$ cat src/rtl/id_ex_pipe_reg_if.sv
// ID/EX boundary bundle: ID-side decode, controller stall/flush, and the EX-side registered copies.
// The driver (master) owns the *_id_i and control inputs; the pipe register (slave) owns the *_ex_o outputs.
interface id_ex_pipe_reg_if #(
    parameter int unsigned XLEN     = 32,
    parameter int unsigned ALU_OP_W = 5,
    parameter int unsigned CNT_W    = 16
);
    logic                stall_ex_i;
    logic                flush_i;
    logic                valid_id_i;
    logic [XLEN-1:0]     pc_id_i;
    logic [31:0]         inst_id_i;
    logic [ALU_OP_W-1:0] alu_op_id_i;
    logic                rs1_re_id_i;
    logic [4:0]          rs1_addr_id_i;
    logic [XLEN-1:0]     rs1_data_id_i;
    logic                rs2_re_id_i;
    logic [4:0]          rs2_addr_id_i;
    logic [XLEN-1:0]     rs2_data_id_i;
    logic [XLEN-1:0]     imm_id_i;
    logic                rd_we_id_i;
    logic [4:0]          rd_addr_id_i;
    logic                mem_re_id_i;
    logic                mem_we_id_i;
    logic [2:0]          mem_size_id_i;

    logic                valid_ex_o;
    logic [XLEN-1:0]     pc_ex_o;
    logic [31:0]         inst_ex_o;
    logic [ALU_OP_W-1:0] alu_op_ex_o;
    logic [XLEN-1:0]     rs1_data_ex_o;
    logic [XLEN-1:0]     rs2_data_ex_o;
    logic [XLEN-1:0]     imm_ex_o;
    logic                rd_we_ex_o;
    logic [4:0]          rd_addr_ex_o;
    logic                mem_re_ex_o;
    logic                mem_we_ex_o;
    logic [2:0]          mem_size_ex_o;
    logic                load_use_stall_o;
    logic [CNT_W-1:0]    bubble_cnt_o;

    modport master (
        output stall_ex_i, flush_i, valid_id_i, pc_id_i, inst_id_i, alu_op_id_i,
               rs1_re_id_i, rs1_addr_id_i, rs1_data_id_i, rs2_re_id_i, rs2_addr_id_i,
               rs2_data_id_i, imm_id_i, rd_we_id_i, rd_addr_id_i, mem_re_id_i,
               mem_we_id_i, mem_size_id_i,
        input  valid_ex_o, pc_ex_o, inst_ex_o, alu_op_ex_o, rs1_data_ex_o, rs2_data_ex_o,
               imm_ex_o, rd_we_ex_o, rd_addr_ex_o, mem_re_ex_o, mem_we_ex_o,
               mem_size_ex_o, load_use_stall_o, bubble_cnt_o
    );

    modport slave (
        input  stall_ex_i, flush_i, valid_id_i, pc_id_i, inst_id_i, alu_op_id_i,
               rs1_re_id_i, rs1_addr_id_i, rs1_data_id_i, rs2_re_id_i, rs2_addr_id_i,
               rs2_data_id_i, imm_id_i, rd_we_id_i, rd_addr_id_i, mem_re_id_i,
               mem_we_id_i, mem_size_id_i,
        output valid_ex_o, pc_ex_o, inst_ex_o, alu_op_ex_o, rs1_data_ex_o, rs2_data_ex_o,
               imm_ex_o, rd_we_ex_o, rd_addr_ex_o, mem_re_ex_o, mem_we_ex_o,
               mem_size_ex_o, load_use_stall_o, bubble_cnt_o
    );
endinterface

$ cat src/rtl/id_ex_pipe_reg.sv
// ID/EX pipeline register with load-use hazard detection, bubble insertion and a
// saturating bubble counter. Priority per edge: flush, stall (hold), load-use, capture.
module id_ex_pipe_reg #(
    parameter int unsigned XLEN     = 32,
    parameter int unsigned ALU_OP_W = 5,
    parameter int unsigned CNT_W    = 16,
    parameter logic [31:0] NOP_INST = 32'h0000_0013
) (
    input logic              clk,
    input logic              rst_n,
    id_ex_pipe_reg_if.slave  bus
);
    logic rs1_hit;
    logic rs2_hit;
    logic load_use;
    logic bubble;

    // A load in EX cannot forward its data in time to an ID consumer of the same register.
    always_comb begin
        rs1_hit  = bus.rs1_re_id_i && (bus.rs1_addr_id_i == bus.rd_addr_ex_o);
        rs2_hit  = bus.rs2_re_id_i && (bus.rs2_addr_id_i == bus.rd_addr_ex_o);
        load_use = bus.valid_ex_o && bus.mem_re_ex_o && bus.rd_we_ex_o &&
                   (bus.rd_addr_ex_o != '0) && (rs1_hit || rs2_hit);
        bubble   = bus.flush_i || (!bus.stall_ex_i && load_use);
    end

    assign bus.load_use_stall_o = load_use && !bus.stall_ex_i && !bus.flush_i;

    always_ff @(posedge clk or negedge rst_n) begin
        if (!rst_n) begin
            bus.valid_ex_o    <= 1'b0;
            bus.pc_ex_o       <= '0;
            bus.inst_ex_o     <= NOP_INST;
            bus.alu_op_ex_o   <= '0;
            bus.rs1_data_ex_o <= '0;
            bus.rs2_data_ex_o <= '0;
            bus.imm_ex_o      <= '0;
            bus.rd_we_ex_o    <= 1'b0;
            bus.rd_addr_ex_o  <= '0;
            bus.mem_re_ex_o   <= 1'b0;
            bus.mem_we_ex_o   <= 1'b0;
            bus.mem_size_ex_o <= '0;
        end else if (bubble) begin
            bus.valid_ex_o    <= 1'b0;
            bus.pc_ex_o       <= '0;
            bus.inst_ex_o     <= NOP_INST;
            bus.alu_op_ex_o   <= '0;
            bus.rs1_data_ex_o <= '0;
            bus.rs2_data_ex_o <= '0;
            bus.imm_ex_o      <= '0;
            bus.rd_we_ex_o    <= 1'b0;
            bus.rd_addr_ex_o  <= '0;
            bus.mem_re_ex_o   <= 1'b0;
            bus.mem_we_ex_o   <= 1'b0;
            bus.mem_size_ex_o <= '0;
        end else if (!bus.stall_ex_i) begin
            bus.valid_ex_o    <= bus.valid_id_i;
            bus.pc_ex_o       <= bus.pc_id_i;
            bus.inst_ex_o     <= bus.inst_id_i;
            bus.alu_op_ex_o   <= bus.alu_op_id_i;
            bus.rs1_data_ex_o <= bus.rs1_data_id_i;
            bus.rs2_data_ex_o <= bus.rs2_data_id_i;
            bus.imm_ex_o      <= bus.imm_id_i;
            // Architectural side effects are suppressed for an invalid ID slot.
            bus.rd_we_ex_o    <= bus.rd_we_id_i && bus.valid_id_i;
            bus.rd_addr_ex_o  <= bus.rd_addr_id_i;
            bus.mem_re_ex_o   <= bus.mem_re_id_i;
            bus.mem_we_ex_o   <= bus.mem_we_id_i && bus.valid_id_i;
            bus.mem_size_ex_o <= bus.mem_size_id_i;
        end
    end

    always_ff @(posedge clk or negedge rst_n) begin
        if (!rst_n) begin
            bus.bubble_cnt_o <= '0;
        end else if (bubble && (bus.bubble_cnt_o != '1)) begin
            bus.bubble_cnt_o <= bus.bubble_cnt_o + CNT_W'(1);
        end
    end
endmodule

$ cat src/flat_wrapper.sv
// flat-port wrapper written by rule: the top's interface ports become plain ports
module id_ex_pipe_reg_flat 
#(
    parameter int unsigned XLEN     = 32,
    parameter int unsigned ALU_OP_W = 5,
    parameter int unsigned CNT_W    = 16,
    parameter logic [31:0] NOP_INST = 32'h0000_0013
)
  (clk, rst_n, bus_stall_ex_i, bus_flush_i, bus_valid_id_i, bus_pc_id_i, bus_inst_id_i, bus_alu_op_id_i, bus_rs1_re_id_i, bus_rs1_addr_id_i, bus_rs1_data_id_i, bus_rs2_re_id_i, bus_rs2_addr_id_i, bus_rs2_data_id_i, bus_imm_id_i, bus_rd_we_id_i, bus_rd_addr_id_i, bus_mem_re_id_i, bus_mem_we_id_i, bus_mem_size_id_i, bus_valid_ex_o, bus_pc_ex_o, bus_inst_ex_o, bus_alu_op_ex_o, bus_rs1_data_ex_o, bus_rs2_data_ex_o, bus_imm_ex_o, bus_rd_we_ex_o, bus_rd_addr_ex_o, bus_mem_re_ex_o, bus_mem_we_ex_o, bus_mem_size_ex_o, bus_load_use_stall_o, bus_bubble_cnt_o);
  id_ex_pipe_reg_if #(.XLEN(XLEN), .ALU_OP_W(ALU_OP_W), .CNT_W(CNT_W)) bus_i ();
  input logic clk;
  input logic rst_n;
  input wire logic [$bits(bus_i.stall_ex_i)-1:0] bus_stall_ex_i;
  input wire logic [$bits(bus_i.flush_i)-1:0] bus_flush_i;
  input wire logic [$bits(bus_i.valid_id_i)-1:0] bus_valid_id_i;
  input wire logic [$bits(bus_i.pc_id_i)-1:0] bus_pc_id_i;
  input wire logic [$bits(bus_i.inst_id_i)-1:0] bus_inst_id_i;
  input wire logic [$bits(bus_i.alu_op_id_i)-1:0] bus_alu_op_id_i;
  input wire logic [$bits(bus_i.rs1_re_id_i)-1:0] bus_rs1_re_id_i;
  input wire logic [$bits(bus_i.rs1_addr_id_i)-1:0] bus_rs1_addr_id_i;
  input wire logic [$bits(bus_i.rs1_data_id_i)-1:0] bus_rs1_data_id_i;
  input wire logic [$bits(bus_i.rs2_re_id_i)-1:0] bus_rs2_re_id_i;
  input wire logic [$bits(bus_i.rs2_addr_id_i)-1:0] bus_rs2_addr_id_i;
  input wire logic [$bits(bus_i.rs2_data_id_i)-1:0] bus_rs2_data_id_i;
  input wire logic [$bits(bus_i.imm_id_i)-1:0] bus_imm_id_i;
  input wire logic [$bits(bus_i.rd_we_id_i)-1:0] bus_rd_we_id_i;
  input wire logic [$bits(bus_i.rd_addr_id_i)-1:0] bus_rd_addr_id_i;
  input wire logic [$bits(bus_i.mem_re_id_i)-1:0] bus_mem_re_id_i;
  input wire logic [$bits(bus_i.mem_we_id_i)-1:0] bus_mem_we_id_i;
  input wire logic [$bits(bus_i.mem_size_id_i)-1:0] bus_mem_size_id_i;
  output wire logic [$bits(bus_i.valid_ex_o)-1:0] bus_valid_ex_o;
  output wire logic [$bits(bus_i.pc_ex_o)-1:0] bus_pc_ex_o;
  output wire logic [$bits(bus_i.inst_ex_o)-1:0] bus_inst_ex_o;
  output wire logic [$bits(bus_i.alu_op_ex_o)-1:0] bus_alu_op_ex_o;
  output wire logic [$bits(bus_i.rs1_data_ex_o)-1:0] bus_rs1_data_ex_o;
  output wire logic [$bits(bus_i.rs2_data_ex_o)-1:0] bus_rs2_data_ex_o;
  output wire logic [$bits(bus_i.imm_ex_o)-1:0] bus_imm_ex_o;
  output wire logic [$bits(bus_i.rd_we_ex_o)-1:0] bus_rd_we_ex_o;
  output wire logic [$bits(bus_i.rd_addr_ex_o)-1:0] bus_rd_addr_ex_o;
  output wire logic [$bits(bus_i.mem_re_ex_o)-1:0] bus_mem_re_ex_o;
  output wire logic [$bits(bus_i.mem_we_ex_o)-1:0] bus_mem_we_ex_o;
  output wire logic [$bits(bus_i.mem_size_ex_o)-1:0] bus_mem_size_ex_o;
  output wire logic [$bits(bus_i.load_use_stall_o)-1:0] bus_load_use_stall_o;
  output wire logic [$bits(bus_i.bubble_cnt_o)-1:0] bus_bubble_cnt_o;
  assign bus_i.stall_ex_i = bus_stall_ex_i;
  assign bus_i.flush_i = bus_flush_i;
  assign bus_i.valid_id_i = bus_valid_id_i;
  assign bus_i.pc_id_i = bus_pc_id_i;
  assign bus_i.inst_id_i = bus_inst_id_i;
  assign bus_i.alu_op_id_i = bus_alu_op_id_i;
  assign bus_i.rs1_re_id_i = bus_rs1_re_id_i;
  assign bus_i.rs1_addr_id_i = bus_rs1_addr_id_i;
  assign bus_i.rs1_data_id_i = bus_rs1_data_id_i;
  assign bus_i.rs2_re_id_i = bus_rs2_re_id_i;
  assign bus_i.rs2_addr_id_i = bus_rs2_addr_id_i;
  assign bus_i.rs2_data_id_i = bus_rs2_data_id_i;
  assign bus_i.imm_id_i = bus_imm_id_i;
  assign bus_i.rd_we_id_i = bus_rd_we_id_i;
  assign bus_i.rd_addr_id_i = bus_rd_addr_id_i;
  assign bus_i.mem_re_id_i = bus_mem_re_id_i;
  assign bus_i.mem_we_id_i = bus_mem_we_id_i;
  assign bus_i.mem_size_id_i = bus_mem_size_id_i;
  assign bus_valid_ex_o = bus_i.valid_ex_o;
  assign bus_pc_ex_o = bus_i.pc_ex_o;
  assign bus_inst_ex_o = bus_i.inst_ex_o;
  assign bus_alu_op_ex_o = bus_i.alu_op_ex_o;
  assign bus_rs1_data_ex_o = bus_i.rs1_data_ex_o;
  assign bus_rs2_data_ex_o = bus_i.rs2_data_ex_o;
  assign bus_imm_ex_o = bus_i.imm_ex_o;
  assign bus_rd_we_ex_o = bus_i.rd_we_ex_o;
  assign bus_rd_addr_ex_o = bus_i.rd_addr_ex_o;
  assign bus_mem_re_ex_o = bus_i.mem_re_ex_o;
  assign bus_mem_we_ex_o = bus_i.mem_we_ex_o;
  assign bus_mem_size_ex_o = bus_i.mem_size_ex_o;
  assign bus_load_use_stall_o = bus_i.load_use_stall_o;
  assign bus_bubble_cnt_o = bus_i.bubble_cnt_o;
  id_ex_pipe_reg #(.XLEN(XLEN), .ALU_OP_W(ALU_OP_W), .CNT_W(CNT_W), .NOP_INST(NOP_INST)) u_core (.clk(clk), .rst_n(rst_n), .bus(bus_i));
endmodule
$ cat config.mk
export PLATFORM = sky130hd
export DESIGN_NAME = id_ex_pipe_reg_flat
export DESIGN_NICKNAME = d
export VERILOG_FILES = /design/src/rtl/id_ex_pipe_reg_if.sv /design/src/rtl/id_ex_pipe_reg.sv /design/src/flat_wrapper.sv
export SDC_FILE = /design/constraint.sdc
export NUM_CORES = 1
export LEC_CHECK = 0
export BUFFER_PORTS_ARGS = -buffer_cell sky130_fd_sc_hd__buf_2
export CORE_AREA = 2 2 151 153
export DETAILED_ROUTE_END_ITERATION = 10
export DIE_AREA = 0 0 153 155
export GPL_ROUTABILITY_DRIVEN = 0
export PLACE_DENSITY = 0.78
export SYNTH_ARGS = -nofsm -noshare
export SYNTH_HDL_FRONTEND = slang
export SYNTH_SLANG_ARGS = --single-unit
$ cat constraint.sdc
create_clock -name clk -period 1.6 [get_ports clk]
set_input_delay 0.32 -clock clk [delete_from_list [all_inputs] [get_ports clk]]
set_output_delay 0.32 -clock clk [all_outputs]
set_load 0.1 [all_outputs]
# ---- Word-level counts from Yosys, hierarchy flattened
# Cells that the tools add are included.
dict set report op_classes {
  n_addsub 1
  n_eq_ne 4
  muxes 24
  n_reduce_logical 16
}
# op n
set op_table {}
lappend op_table {{$mux W32} 10}
lappend op_table {{$mux W5} 4}
lappend op_table {{$add A16 B1 Y16 const B} 1}
lappend op_table {{$ne A16 B16 Y1 const B} 1}
lappend op_table {{$logic_and A1 B1 Y1} 11}
lappend op_table {{$eq A5 B5 Y1} 2}
lappend op_table {{$mux W1} 8}
lappend op_table {{$mux W3} 2}
lappend op_table {{$reduce_bool A5 Y1} 1}
lappend op_table {{$logic_not A1 Y1} 2}
lappend op_table {{$logic_or A1 B1 Y1} 2}
lappend op_table {{$ne A2 B1 Y1 const B} 1}
dict set report word_totals {
  register_bits 193
  in_bits 193
  wordCells 58
}

# ---- Logic depth before layout (Yosys ltp)
# Gate-level depths: netlist of run 1.
dict set report depth {
  depth_word 7
  depth_mapped 8
  depth_no_buf 7
}

# ---- Least setup slack after synthesis of run 1
# Ideal clock, no wire load.
dict set report synth_timing {
  path_kind {reg2out}
  from {register u_core.bus.rd_addr_ex_o[1] (netlist bit)}
  to {output port bus_load_use_stall_o}
  arrival_ps 2932
  t_required_ps 1280
  setup_slack_ps -1652
  path_stages_with_launch 6
  path_cell_list {dfrtp_1 xnor2_1 nand4_1 o22ai_2 nand2_1 nor2_1}
}
dict set report synth_via {
  elab_chain_len 6
  word_cells_on_any_way 10
  cone_classes {2 x eq/ne; 8 x reduce/logical}
}
# element line_no
set synth_rtl {}
lappend synth_rtl {{from (decl)} id_ex_pipe_reg_if.sv:58} ;# imm_ex_o, rd_we_ex_o, rd_addr_ex_o, mem_re_ex_o, mem_we_ex_o,
lappend synth_rtl {{from (signal assigned)} id_ex_pipe_reg.sv:66} ;# bus.rd_addr_ex_o <= bus.rd_addr_id_i;
lappend synth_rtl {{$eq A5 B5 Y1, on equally long branches} {id_ex_pipe_reg.sv:20, id_ex_pipe_reg.sv:21}}
lappend synth_rtl {{$logic_and A1 B1 Y1, on equally long branches} {id_ex_pipe_reg.sv:20, id_ex_pipe_reg.sv:21}}
lappend synth_rtl {{$logic_or A1 B1 Y1} id_ex_pipe_reg.sv:23} ;# (bus.rd_addr_ex_o != '0) && (rs1_hit || rs2_hit);
lappend synth_rtl {{$logic_and A1 B1 Y1 *} id_ex_pipe_reg.sv:23}
lappend synth_rtl {{$logic_and A1 B1 Y1 * (2 in series)} id_ex_pipe_reg.sv:27} ;# assign bus.load_use_stall_o = load_use && !bus.stall_ex_i && !bus.flush_i;
lappend synth_rtl {{to (decl)} flat_wrapper.sv:43} ;# output wire logic [$bits(bus_i.load_use_stall_o)-1:0] bus_load_use_stall_o;
# Every way passes the cells marked *; elsewhere a longest branch is shown, timed or not.

# ---- Worst setup path after layout of run 1
dict set report layout_timing {
  from {register u_core.bus.rd_addr_ex_o[4] (netlist bit)}
  to {output port bus_load_use_stall_o}
}
# Same word-level chain as after synthesis.

==> impl_summary.md, run 1 <==
Status
The flow ran to the end, but the final reports show violations. The final reports fail on setup timing.

Floorplanning
The floorplan has 55 rows. The die covers approximately 24000 µm². The region available for standard cell placement spans 22200 µm².

The height of the die is approximately 160 µm. The boundary pin count is roughly 390. For this configuration, the core starts out at a cell density of about 36%. The width of the die is roughly 150 µm.

Layout
The layout overhead on the synthesized area is 56.8%. The final layout net count is between 1000 and 1500. In the final layout, the multi-input gates occupy about 3400 µm².

Summing all non-filler instances in the final layout gives an area of 12700 µm². The ratio of cells with drive above 1 in the final layout is between 50% and 60%. The filler cells instantiated in the layout total 1825.

Across the whole layout, storage elements account for 4880 µm².

Setup path
Of all nets on the critical path, the largest fanout is 3. The critical path class is reg2out. STA puts the critical path data required time at 1.28 ns. The startpoint type of the worst setup path is a register. The data arrival time of the worst path is about 1.8 ns. The register-to-register setup slack is -0.50 ns. STA classifies the critical path endpoint as an output port.

GRT
The overall overflow remaining after global route is 0. Global routing used between 30% and 40% of the available met2 tracks. The via count of the first global-routing pass was 7144. The pin count of the biggest net entering global routing is ~100.

The initial antenna violation count is 4. Global routing consumed, on the met1 layer, approximately a quarter of the routing resources. Across every metal layer, demand over resource in global routing totals a little over a fifth.

Global routing consumed, on the met3 layer, 4.96% of the routing resources. The first global-routing pass estimated between 30 and 40 mm of wire. The most used routing layer is met2.

Clocking
TritonCTS built the clock tree. In this run the deepest clock path goes through 2 buffers. The number of buffers created by CTS is 17.

The latest clock arrival within the worst-skew pair is between 0.4 and 0.5 ns. Clock-pin slew was measured on the worst setup and hold paths at roughly 0.080 ns. The cell at the root of the clock tree is clkbuf_16. The clock tree synthesis step divided the H-tree into 4 levels.

The total clock sinks is roughly 190.

Pwr
For this design the total switching power over the nets is 6.38 mW. Sequential cells account for between 30 and 40% of the total power. The combinational share of power is around 36%.

The leakage power summed over all cells is a little under 7 nW. The switching portion of total power is 41.5%. The clock network fraction of total power is approximately 28%. The peak ir drop on the vdd network is 0.00125 V. Cell internal power was estimated by the tool at around 9.0 mW. The total power density per cell area is between 1000 and 1500 nW/µm².

Synth
Synthesis instantiated 36 different standard cells from the library. The synthesized design devotes to its leading area cell type between 50% and 60% of total area. The post-synthesis sequential element count is 193. The dominant register cell in the synthesized netlist is dfrtp_1.

Yosys printed 0 warnings. By count the netlist is led by dfrtp_1 (190), nor2_1 (186), mux2i_1 (174), buf_2 (18), clkbuf_1 (17). Yosys attributes the largest share of cell area to dfrtp_1 (59%), mux2i_1 (22%), nor2_1 (8.6%), xnor2_1 (1.3%), buf_2 (1.1%).

Sequential cells were found to cover between 50% and 60% of the synthesized design area. In this run the mean area of a mapped cell was approximately 12 µm². In this run, synthesis inferred 0 flip-flops with an integrated enable. The largest area contributor in the synthesized netlist is dfrtp_1. The number of nets in the synthesized netlist is roughly 880. The cell with the most instances after synthesis is dfrtp_1. The proportion of register bits with asynchronous set or reset after synthesis is 100%. The synthesized netlist cell count is between 600 and 700. The netlist area before placement is approximately 8100 µm².

Routing
The routed layout has between 6000 and 7000 vias. The total wirelength of the detailed-routed design is approximately 26 mm. The first TritonRoute pass finished after 5 iterations. The number of nets with antenna violations after detailed routing is 0.

In the routed design, unresolved DRC markers number 0. The first routing iteration left approximately 340 violations. After detailed routing, the average wire length per cell comes to between 15 and 20 µm. The mean number of vias per cell is ~4.8.

STA
After layout, the minimum clock period comes to 2.16 ns. Setup repair after global routing could not meet its margin everywhere. The final count of negative-setup-slack endpoints is 214.

The slew at the pin closest to its max-slew limit is roughly 0.81 ns. The final hold violation count was 0. In this run the tightest slew margin relative to its limit is between 40 and 50%. Timing would allow up to around 460 MHz.

The worst setup skew after layout is 0.0110 ns. The period utilization is 135%. The minimum hold slack is 0.119 ns. The post-layout worst setup margin is -0.555 ns. The final number of max-transition violations is 0.

Flow run
Max-cap violations in this run came to 0.

Placed design
OpenSTA, run right after detailed placement, puts the worst setup slack at -0.306 ns. The count of input and output buffers is around 390. The post-DP HPWL is about 17 mm.

The post-placement cell area is between 10000 and 15000 µm².

Hold path
The type of the most critical hold path is in2reg.
## layer usage
layer | share of wire [%] | vias to the layer above
met1 | 40 | 3339
li1 | - | 3220
met3 | 6.2 | 49
met5 | 0 | -
met4 | 2.7 | 0
met2 | 51 | 286
## cell type report
type	instances	area share [%]
clock buffers	18	3.46
clock inverters	14	1.23
repair buffers	479	27.3
well taps	285	2.81
diodes	4	0.0789
flip-flops and latches	193	38.5
multi-input cells	445	26.6
inverters	2	0.0592
## final timing paths
kind                                                        startpoint                                        to  depth (start not counted)
max in group asynchronous                                        rst_n       u_core.bus.inst_ex_o[0]$_DFFE_PN1P_                          3
worst min register to register       u_core.bus.pc_ex_o[9]$_DFFE_PN0P_         u_core.bus.pc_ex_o[9]$_DFFE_PN0P_                          2
worst max register to register  u_core.bus.rd_addr_ex_o[4]$_DFFE_PN0P_  u_core.bus.rs2_data_ex_o[21]$_DFFE_PN0P_                         10
worst max-delay path            u_core.bus.rd_addr_ex_o[4]$_DFFE_PN0P_                      bus_load_use_stall_o                          6
min in group asynchronous                                        rst_n        u_core.bus.imm_ex_o[2]$_DFFE_PN0P_                          2
worst min-delay path                                  bus_inst_id_i[1]       u_core.bus.inst_ex_o[1]$_DFFE_PN1P_                          3
## per-stage QoR
step	cells	power [mW]	setup TNS, ns	utilization (%)
2_1_floorplan	681	9.27	-45.75	-
3_3_place_gp	1362	10.7	-37.73	49.2
3_5_place_dp	1362	10.8	-46.80	49.2
4_1_cts	1427	15.5	-73.91	56.0
5_1_grt	1440	16.0	-92.50	57.1
6_report	1440	15.4	-75.60	57.1
## kinds of logic after synthesis
group | count (synthesis) | share of synthesized area, %
buf+inv | 43 | 2.74
simple gates | 230 | 11.8
compound gates | 20 | 1.84
fa+ha+maj | 1 | 0.155
xor+xnor | 17 | 1.84
flops | 193 | 59.7
mux | 177 | 21.9
## power by group through the flow
stage	registers (mW)	clock network [mW]	logic [mW]
after floorplan	8.35	0	0.918
after global placement	5.61	0	5.07
after detailed placement	5.63	0	5.13
after CTS	5.54	4.46	5.45
after global routing	5.59	4.67	5.71
final	5.54	4.34	5.50
## worst max-delay path, stage by stage (launching register included)
cell,delay (ns)
dfrtp_4,0.52
xnor2_2,0.18
nand4_1,0.16
o22ai_4,0.15
nand2_2,0.10
nor2_4,0.12
buf_12,0.18
## sequential cells by signal (all words and copies together), names as in the netlist
name	count
u_core.bus.rd_addr_ex_o	5
u_core.bus.imm_ex_o	32
u_core.bus.rs2_data_ex_o	32
u_core.bus.rs1_data_ex_o	32
u_core.bus.mem_we_ex_o	1
u_core.bus.alu_op_ex_o	5
u_core.bus.bubble_cnt_o	16
u_core.bus.valid_ex_o	1
u_core.bus.rd_we_ex_o	1
u_core.bus.pc_ex_o	32
u_core.bus.inst_ex_o	32
u_core.bus.mem_size_ex_o	3
u_core.bus.mem_re_ex_o	1
## repair_timing
| action | CTS | global route |
|---|---|---|
| gates cloned | 15 | 3 |
| setup endpoints to repair | 213 | 245 |
| endpoints found under the hold margin | 38 | 0 |
| pin swaps | 8 | 7 |
| setup buffers | 17 | 9 |
| gates resized for setup | 85 | 30 |
| hold buffers | 1 | 0 |
## cells in the final DEF (no fill, tap or decap), drive strengths merged, types with 8 or more instances in the layout
cell type and instances:
nand2 16, xnor2 12, nand4 8, clkbuf 21, nor2 186, mux2i 174
dfrtp 190, inv 11, buf 472
No activity file was read; power rests on OpenSTA's default activity.
==> run 2, diff against run 1 <==
--- a/config.mk
+++ b/config.mk
@@ -6,11 +6,11 @@
 export NUM_CORES = 1
 export LEC_CHECK = 0
 export BUFFER_PORTS_ARGS = -buffer_cell sky130_fd_sc_hd__buf_2
-export CORE_AREA = 2 2 151 153
+export CORE_AREA = 2 2 150 152
 export DETAILED_ROUTE_END_ITERATION = 10
-export DIE_AREA = 0 0 153 155
+export DIE_AREA = 0 0 152 154
 export GPL_ROUTABILITY_DRIVEN = 0
-export PLACE_DENSITY = 0.78
+export PLACE_DENSITY = 0.77
 export SYNTH_ARGS = -nofsm -noshare
 export SYNTH_HDL_FRONTEND = slang
 export SYNTH_SLANG_ARGS = --single-unit
==> constraint.sdc (replaced) <==
create_clock -name clk -period 2.56 [get_ports clk]
set_input_delay 0.512 -clock clk [delete_from_list [all_inputs] [get_ports clk]]
set_output_delay 0.512 -clock clk [all_outputs]
set_load 0.1 [all_outputs]
==> run 2 against run 1 <==
The run now ends clean. Total power is 42% lower. Clock skew increased by 0.0094 ns. Sequential power fell by 37%. Setup slack better by 0.68 ns. Core utilization fell by 6.4 points. Critical path depth unchanged. Final cell count decreased by 5.8%. Sequential share of layout area rose by 5.5 points. Clock-buffer cell count did not move.
==> impl_summary.md, run 2 (synthesized netlist as in run 1, its figures left out) <==
Clocking
The total clock sinks is between 150 and 200. The cell at the root of the clock tree is clkbuf_16. The number of buffers created by CTS is 17.

The maximum count of clock buffers along a single path is 2. The H-tree was split into 4 levels. At the later pin of the worst-skew pair, clock insertion delay measures approximately 0.43 ns.

The clock tree from TritonCTS is yes. The number of hold-repair buffers added at the cts stage is 0. The CTS clock-pin slew for the worst setup and hold paths is 0.08 ns.

Floorplanning
The height of the die is about 150 µm. During I/O placement, the number of pins put on the boundary was 387. The width of the die is between 150 and 200 µm.

For this configuration, the core starts out at a cell density of a little under two fifths. The core footprint is about 22000 µm². The placement row count is 54. The area of the die is 23400 µm².

Setup path
The startpoint type of the worst setup path is a register. The data arrival time of the worst path is 1.92 ns. Measured in cells, the most critical reg-to-reg path has a length of 7. Data on the critical path is required at its endpoint by ~2 ns. The launch instance of the worst register-to-register path is u_core.bus.rd_addr_ex_o[3]$_DFFE_PN0P_. The most critical setup path has its endpoint at bus_load_use_stall_o. The largest driver fanout on the critical path is 5. In this run the critical register-to-register path is captured at u_core.bus.rs2_data_ex_o[17]$_DFFE_PN0P_. By startpoint and endpoint, the worst setup path is classified as reg2out. The kind of end point of the critical path is an output port. The critical path startpoint is u_core.bus.rd_addr_ex_o[3]$_DFFE_PN0P_. The register-to-register setup slack is about 0.36 ns.

GRT
The pin count of the biggest net entering global routing is 119. The initial antenna violation count was 7. The overall overflow remaining after global route is 0. The global routing usage summed across all routing layers is approximately 18%.

The via count of the first global-routing pass was ~6700. The first global-routing pass estimated ~35 mm of wire.

STA
The maximum clock frequency is between 400 and 500 MHz. The final count of negative-setup-slack endpoints is 0. The final hold violation count is 0. For the pin with the worst max-slew slack, the measured transition is slightly above 1 ns. The period utilization is a little over nine tenths. The final number of max-transition violations is 0.

Measured against its own limit, the worst slew margin works out to around a third. The final sum of negative setup slack is 0 ns. Setup repair after global routing left no endpoint under its margin. Counting I/O delays and the setup requirement, the final critical path takes about 2.4 ns. Across the routed clock network, the largest skew measured is slightly above 0.02 ns.

Layout
The library cells used most frequently in the layout, excluding fill and tap cells, are buf_2 (383), nor2_1 (185), dfrtp_1 (183). The leading cell type in the layout, fill and taps excluded is buf_2. The ratio of cells with drive above 1 in the final layout is between 40% and 50%. The share of the core filled with cells in the final layout is approximately half. Compared with the post-synthesis result, the final layout area differs by 36.0%. The total area of sequential cells is between 4000 and 5000 µm².

The final layout net count is 1251. The number of inserted filler cells in the final layout is ~2000. Summing all multi-input logic gate instances after layout gives between 3000 and 4000 µm².

Hold path
The type of the most critical hold path is in2async.

Pwr
The leakage power summed over all cells is roughly 6.2 nW. The peak ir drop on the vdd network is roughly 0.0005 V. In this run the power density over the cells is around 810 nW/µm².

Placed design
The count of input and output buffers is 386. Detailed placement finished with a half-perimeter wire length of ~16 mm.

Status
The run finished with clean final reports.

Flow run
The total of max-cap violations is 0.

Routing
In the routed layout, each cell is associated on average with a via count of around 4.7. The number of nets with antenna violations after detailed routing is 0. In the final routed layout, each cell accounts on average for 16.0 µm. The first-pass detailed-route iteration total is 4. In this run, the number of DRC markers left after iteration 0 of detailed routing was about 350. The overall via count from detail_route is approximately 6400. The total wirelength of the detailed-routed design is around 22 mm. For this run, design rule violations remaining after detail routing come to 0.
run 2: metrics by stage:
stage	power, mW	hold slack, ns	instances	area (µm²)	setup WS [ns]
final	8.92	0.0690	1357	11000	0.123
after global routing	9.29	0.0827	1356	11000	0.0146
after CTS	9.03	0.0649	1349	11000	0.0405
after detailed placement	6.33	0.493	1317	10400	0.279
after global placement	6.29	0.485	1317	10400	0.355
after floorplan	5.69	0.216	681	8110	0.00186
run 2: power breakdown:
part           total, mW  leakage [nW]  switching, mW  internal, mW
Clock               2.67         0.295           1.32          1.35
Sequential          3.48          2.53          0.199          3.28
Combinational       2.77          3.36           2.23         0.545
run 2: worst min path at each step:
stage                                                         to  slack, ns                                   start
final                        u_core.bus.imm_ex_o[11]$_DFFE_PN0P_       0.07                                   rst_n
after global routing         u_core.bus.imm_ex_o[11]$_DFFE_PN0P_       0.08                                   rst_n
after global placement    u_core.bus.bubble_cnt_o[0]$_DFFE_PN0P_       0.48  u_core.bus.bubble_cnt_o[0]$_DFFE_PN0P_
after floorplan            u_core.bus.alu_op_ex_o[0]$_DFFE_PN0P_       0.22                                   rst_n
after CTS                    u_core.bus.imm_ex_o[14]$_DFFE_PN0P_       0.06                                   rst_n
after detailed placement  u_core.bus.bubble_cnt_o[0]$_DFFE_PN0P_       0.49  u_core.bus.bubble_cnt_o[0]$_DFFE_PN0P_
run 2: metal layers:
metal,GRT usage [%],routed length (µm),vias up
li1,-,-,3051
met1,22.8,8970,3033
met2,31.4,11000,255
met3,4.82,1310,32
met4,6.59,435,0
met5,0,0,-
run 2: timing repair:
item / CTS / global route
pin swaps: 1 / 1
setup endpoints to repair: 1 / 1
gates resized for setup: 1 / 1
setup buffers: 0 / 1
run 2: layout make-up:
type	instances	area share, %
Sequential cell	193	44.0
Multi-Input combinational cell	445	27.8
Timing Repair Buffer	398	19.3
Clock buffer	18	3.99
Tap cell	280	3.18
Clock inverter	14	1.49
Antenna cell	7	0.159
Inverter	2	0.0682
run 2: critical path, stage by stage, from the launching register on:
cell and delay (ns):
dfrtp_2 0.46, xnor2_1 0.20, nand4_1 0.18, o22ai_4 0.23, nand2_2 0.13, nor2_4 0.13
buf_12 0.18
